===== config.mk =====
export PLATFORM = sky130hd
export DESIGN_NAME = input_port_buffer
export DESIGN_NICKNAME = d
export VERILOG_FILES = /design/src/rtl/input_port_buffer.sv
export SDC_FILE = /design/constraint.sdc
export NUM_CORES = 1
export LEC_CHECK = 0
export BUFFER_PORTS_ARGS = -buffer_cell sky130_fd_sc_hd__clkbuf_2
export CORE_MARGIN = 2
export CORE_UTILIZATION = 40
export CTS_CLUSTER_DIAMETER = 200
export DETAILED_ROUTE_END_ITERATION = 10
export PLACE_DENSITY = 0.67
export SLEW_MARGIN = 5
export SYNTH_ARGS = -nofsm -noshare
export SYNTH_HDL_FRONTEND = slang
export SYNTH_SLANG_ARGS = --single-unit

===== constraint.sdc =====
create_clock -name clk -period 15.05 [get_ports clk]
set_input_delay 3.01 -clock clk [delete_from_list [all_inputs] [get_ports clk]]
set_output_delay 3.01 -clock clk [all_outputs]
set_load 0.02 [all_outputs]

===== src/rtl/input_port_buffer.sv =====
// Router input port: parses incoming flits into well-formed packets and buffers them in a FIFO.
// The FIFO head is presented to the arbiter, and the head flit is popped toward the crossbar on grant.
module input_port_buffer #(
    parameter int DEPTH  = 8,
    parameter int FLIT_W = 32
) (
    input  logic              clk,
    input  logic              rst,
    input  logic              in_valid,
    input  logic [FLIT_W-1:0] in_flit,
    output logic              in_ready,
    input  logic              grant,
    output logic              req,
    output logic [2:0]        flit_id,
    output logic [11:0]       length,
    output logic              out_valid,
    output logic [FLIT_W-1:0] out_flit,
    output logic              drop_err
);
    localparam int AW = $clog2(DEPTH);
    localparam logic [AW:0] FULL_COUNT = (AW+1)'(DEPTH);

    localparam logic [2:0] ID_HEAD = 3'b001;
    localparam logic [2:0] ID_BODY = 3'b010;
    localparam logic [2:0] ID_TAIL = 3'b100;

    localparam logic [0:0] EXPECT_HEAD = 1'b0;
    localparam logic [0:0] IN_PKT      = 1'b1;

    logic [FLIT_W-1:0] mem [DEPTH];
    logic [AW-1:0]     wr_ptr, rd_ptr;
    logic [AW:0]       count;
    logic [0:0]        state, state_next;
    logic [11:0]       len_q;

    logic              accept, push, pop, head_is_hdr;
    logic [2:0]        in_id;
    logic [FLIT_W-1:0] head;

    assign in_ready = (count != FULL_COUNT);
    assign req      = (count != '0);
    assign accept   = in_valid && in_ready;
    assign pop      = grant && (count != '0);
    assign in_id    = in_flit[FLIT_W-1:FLIT_W-3];
    assign head     = mem[rd_ptr];

    assign flit_id     = (count != '0) ? head[FLIT_W-1:FLIT_W-3] : 3'b000;
    assign head_is_hdr = (flit_id == ID_HEAD);
    assign length      = head_is_hdr ? head[11:0] : len_q;

    // Discarded flits still complete the handshake (accept) but are never pushed.
    always_comb begin
        // NOTE: default every always_comb output first so no path infers a latch.
        push       = 1'b0;
        state_next = state;
        if (accept) begin
            if (state == EXPECT_HEAD) begin
                if (in_id == ID_HEAD) begin
                    push       = 1'b1;
                    state_next = IN_PKT;
                end
            end else begin
                if (in_id == ID_BODY) begin
                    push = 1'b1;
                end else if (in_id == ID_TAIL) begin
                    push       = 1'b1;
                    state_next = EXPECT_HEAD;
                end
            end
        end
    end

    // NOTE: the flit storage has no reset; only pointers and count define its contents.
    always_ff @(posedge clk) begin
        if (push) begin
            mem[wr_ptr] <= in_flit;
        end
    end

    // NOTE: sequential state uses non-blocking assignments so every register samples pre-edge values.
    always_ff @(posedge clk) begin
        if (rst) begin
            wr_ptr    <= '0;
            rd_ptr    <= '0;
            count     <= '0;
            state     <= EXPECT_HEAD;
            len_q     <= '0;
            out_valid <= 1'b0;
            out_flit  <= '0;
            drop_err  <= 1'b0;
        end else begin
            state    <= state_next;
            drop_err <= accept && !push;
            out_valid <= pop;
            if (push) begin
                wr_ptr <= wr_ptr + AW'(1);
            end
            if (pop) begin
                rd_ptr   <= rd_ptr + AW'(1);
                out_flit <= head;
                if (head_is_hdr) begin
                    len_q <= head[11:0];
                end
            end
            case ({push, pop})
                2'b10:   count <= count + 1'b1;
                2'b01:   count <= count - 1'b1;
                default: count <= count;
            endcase
        end
    end

endmodule


# After elaboration in Yosys (flattened, before gate mapping)
# Memories as Yosys holds them, arrays and structs flattened. A register that Yosys moved wholly into a read port is not among the register bits.
# Index checks and enable logic that the tools add are counted.
dict set report word_totals {
  reg_bits 57
  ramBits 256
  word_cells 41
  mem_count 1
}
# name depth word_bits rd rd_clocked_by_memory_dff wr line_no
set memory_table {}
lappend memory_table {mem 8 32 1 1 1 30} ;# logic [FLIT_W-1:0] mem [DEPTH];
dict set report classes {
  addsub 4
  n_eq_ne 7
  n_mux 15
  reduce_logical 6
}
# op n
set ops {}
lappend ops {{$mux W12} 1}
lappend ops {{$mux W1} 10}
lappend ops {{$mux W3} 3}
lappend ops {{$pmux W4 S2} 1}
lappend ops {{$add A3 B1 Y3 const B} 2}
lappend ops {{$eq A3 B1 Y1 const B} 2}
lappend ops {{$add A4 B1 Y4 const B} 1}
lappend ops {{$ne A4 B4 Y1 const B} 1}
lappend ops {{$reduce_bool A4 Y1} 1}
lappend ops {{$sub A4 B1 Y4 const B} 1}
lappend ops {{$eq A3 B2 Y1 const B} 1}
lappend ops {{$eq A3 B3 Y1 const B} 1}
lappend ops {{$logic_and A1 B1 Y1} 3}
lappend ops {{$eq A2 B1 Y1 const B} 1}
lappend ops {{$eq A2 B2 Y1 const B} 1}
lappend ops {{$reduce_bool A2 Y1} 1}
lappend ops {{$logic_not A1 Y1} 1}

# Depth between registers and ports, before layout
dict set report logic_depth {
  depth_word 7
  mapped_depth 14
  depth_no_buf 11
}

# Worst setup path before layout
# No wires, ideal clock.
dict set report synth_timing {
  path_kind {input to register}
  startpoint {in in_flit[30]}
  endpoint {mem mem[0][0] (enable)}
  setup_ns 0.502
  arrival_time_ns 6.731
  slack_ns 7.817
  cell_stages 4
  n_path_buf 0
  path_cell_list {nor4b_1 a31o_2 nand2_1 nor4_1}
}
dict set report synth_between {
  elab_chain_cells 7
  word_cells_on_any_way 10
}
# item line_no
set synth_lines {}
lappend synth_lines {{start: declaration} 10} ;# input logic [FLIT_W-1:0] in_flit,
lappend synth_lines {{$eq A3 B3 Y1} 65} ;# end else if (in_id == ID_TAIL) begin
lappend synth_lines {{$mux W1} 65}
lappend synth_lines {{$mux W1} 63} ;# if (in_id == ID_BODY) begin
lappend synth_lines {{$mux W1 (*)} 57} ;# if (state == EXPECT_HEAD) begin
lappend synth_lines {{$mux W1 (*)} 56} ;# if (accept) begin
lappend synth_lines {{$mux W1 (*)} 75} ;# if (push) begin
lappend synth_lines {{$mux W1 (not written as such) (*)} 76} ;# mem[wr_ptr] <= in_flit;
lappend synth_lines {{end: declaration} 30}
# Mark *: on every way between the ends. The rest lies on a longest branch, timed or not.

==> flow_metrics.tcl <==
set metrics [dict create \
    synth_cells 651 \
    antenna_found_initial 3 \
    min_period_ps 7110 \
    drtAntennaViolNets 0 \
    min_path_cells 2 \
    min_path_type "flip-flop to flip-flop" \
    max_stage_delay_ps 840 \
    final_hold_viol_count 0 \
    via_per_inst 5.16 \
    end_kind "output port" \
    grt_pass1_vias 6020 \
    rows 63 \
    vias 5996 \
    fp.dieH_um 178 \
    cts-root-buf "clkbuf_16" \
    drtIter0Drc 517 \
    cts_sinks 316 \
    critPathArrivalTime_ps 4100 \
    fin_nets 786 \
    clock.fmax_mhz 141 \
    syn_to_final_growth_pct 15.8 \
    yosysWarnings 0 \
    yosysSeqAreaShare 0.737 \
    finalPower_mw 2.01 \
    remaining_drc_errors 0 \
    dominantRegCellSynth "edfxtp_1" \
    grt_max_degree 71 \
    fin_skew_ps 12.5 \
    cp_max_fo 43 \
    tightest_slew_ps 923 \
    required_ps 12040 \
    hold_ws_ps 479 \
    async_reset_ff_frac 0 \
    gp_congestion 0.704 \
    critical_path.startpoint_type "flip-flop" \
    critPathKind "flip-flop to output port" \
    cts_buffers 31 \
    io_buffers 86 \
    timing.final.crit_share 0.472 \
    cts_hold_buf 0 \
    cap_violations 0 \
    dp_hpwl_um 12800 \
    grt_pass1_wl_um 36100 \
    powerDensity_nw_per_um2 144 \
    slew_viol_final 0 \
    htreeDepth 1 \
    dieArea_um2 31600 \
    io_pins 87 \
    totalWireLength_um 23600 \
    drt_first_pass_iters 7 \
    syn_nets 692 \
    cts-resized-gates 0 \
    insertion_delay_ps 540 \
    track_usage 0.152 \
    outcome "finished clean" \
    path_delay_family "buffers and inverters" \
    worstPathCellList "buf_4 -> mux4_2 -> mux2i_4 -> and4b_1 -> nor2_1 -> a21oi_1 -> clkbuf_2" \
    synth.avg_cell_area_um2 18.5 \
    synth_edf_count 256 \
    critPathBufInv 2 \
    cp_slowest_cell "and4b_1" \
    synth_area_um2 12100 \
    start_util 0.407 \
    setup_tns_ps 0 \
    cts_tree "built" \
    rsz0062_at_grt "false" \
    final_layout_size_suffix_gt1_frac 0.294 \
    synth_cell_types 40 \
    fp.coreArea_um2 29600 \
    ir_drop_uv 85.7 \
    die_w_um 178 \
    post-cts-setup-buffers 0 \
    r2r_cells 5 \
    p_leak_nw 4.55 \
    overflow 0 \
    ys_ff_latch 316 \
    clk_pin_slew_ps 60 \
    crit_cells 7 \
    setup_violations 0 \
    wl_per_cell_um 20.3 \
    slew_headroom 0.384 \
    cts_buffer_depth 3 \
]
## cell families (layout without fill, tap and decap cells)
family,count (synthesis),in the layout,share of synthesized area
AO/OA/AOI/OAI,57,57,0.0317
XOR/XNOR,8,8,0.00581
adder cells (fa/ha/maj),5,5,0.00519
buffers and inverters,41,159,0.0162
flip-flops,316,316,0.737
multiplexers,110,110,0.161
other,0,2,0
AND/OR/NAND/NOR,114,114,0.0431
## per-stage QoR
stage | std cells | util | worst slack, ps | instance area [um^2]
floorplan | 651 | - | 7820 | 12100
global placement | 1102 | 0.437 | 8470 | 12900
detailed placement | 1102 | 0.437 | 8400 | 12900
CTS | 1159 | 0.471 | 7810 | 14000
global route | 1160 | 0.471 | 7500 | 14000
finish | 1161 | 0.471 | 7940 | 14000
## path summary, 6_finish.rpt
path	slack [ps]	endpoint	from
hold / removal	480	flip-flop	rd_ptr[1]
setup / recovery	7940	length[10]	flip-flop
hold reg to reg	480	flip-flop	rd_ptr[1]
setup reg to reg	11470	len_q[2]	flip-flop
## power breakdown
group / leakage, nW / internal (mW) / switching (mW)
sequential: 2.79 / 0.971 / 0.0245
clock: 0.494 / 0.450 / 0.307
combinational: 1.26 / 0.107 / 0.146
## state kept, by name, summed over array words and instances, names as in the netlist, named ones only
name / flops
out_valid: 1
drop_err: 1
wr_ptr: 3
out_flit: 32
len_q: 12
rd_ptr: 3
count: 4
state: 1
mem: 256
## cell usage after synthesis (2+ instances only)
| cell type | n | area (um^2) |
|---|---|---|
| o21a_1 | 2 | 15.0 |
| nand2b_1 | 2 | 12.5 |
| inv_2 | 2 | 7.51 |
| buf_1 | 4 | 15.0 |
| xor2_1 | 7 | 61.3 |
| nand2_1 | 8 | 30.0 |
| nor4bb_1 | 2 | 20.0 |
| a21oi_1 | 18 | 90.1 |
| edfxtp_1 | 256 | 7690 |
| ha_1 | 5 | 62.6 |
| mux2_1 | 11 | 124 |
| buf_2 | 12 | 60.1 |
| nand3_1 | 3 | 15.0 |
| buf_4 | 5 | 37.5 |
| mux2i_1 | 32 | 320 |
| mux4_2 | 64 | 1440 |
| nor3_1 | 6 | 30.0 |
| mux2i_4 | 2 | 45.0 |
| nor2_1 | 74 | 278 |
| a211oi_1 | 31 | 233 |
| dfxtp_1 | 60 | 1200 |
| nor2b_1 | 12 | 75.1 |
| clkbuf_1 | 16 | 60.1 |
## cells in the final DEF, fill, tap and decap left out, types with 7 or more instances in the layout
cell type,n
a211oi_1,31
a21oi_1,18
buf_4,13
clkbuf_16,31
clkbuf_2,86
clkinv_1,8
dfxtp_1,57
edfxtp_1,256
mux2_1,11
mux2i_1,32
mux4_2,64
nand2_1,8
nor2_1,71
nor2b_1,12
xor2_1,7
## routing by layer
| metal | track usage | vias to the layer above | routed length, um |
|---|---|---|---|
| met5 | 0 | - | 13 |
| met4 | 0.0290 | 2 | 305 |
| met3 | 0.0311 | 27 | 1250 |
| met2 | 0.249 | 146 | 11200 |
| met1 | 0.214 | 3051 | 10800 |
| li1 | - | 2770 | - |
## final cells by class
cell class	count	area, um^2
fillers	2545	15700
flip-flops and latches	316	8890
multi-input cells	294	3030
clock buffers	40	860
repair buffers	99	528
well taps	390	488
clock inverters	17	153
inverters	3	11.3
diodes	2	5.00
## tightest hold or removal path, stage by stage (launching register included)
cell and delay, ps:
dfxtp_1 310, nand2_1 50, a21oi_1 70
Note: power is estimated with default switching activity, not from simulation.
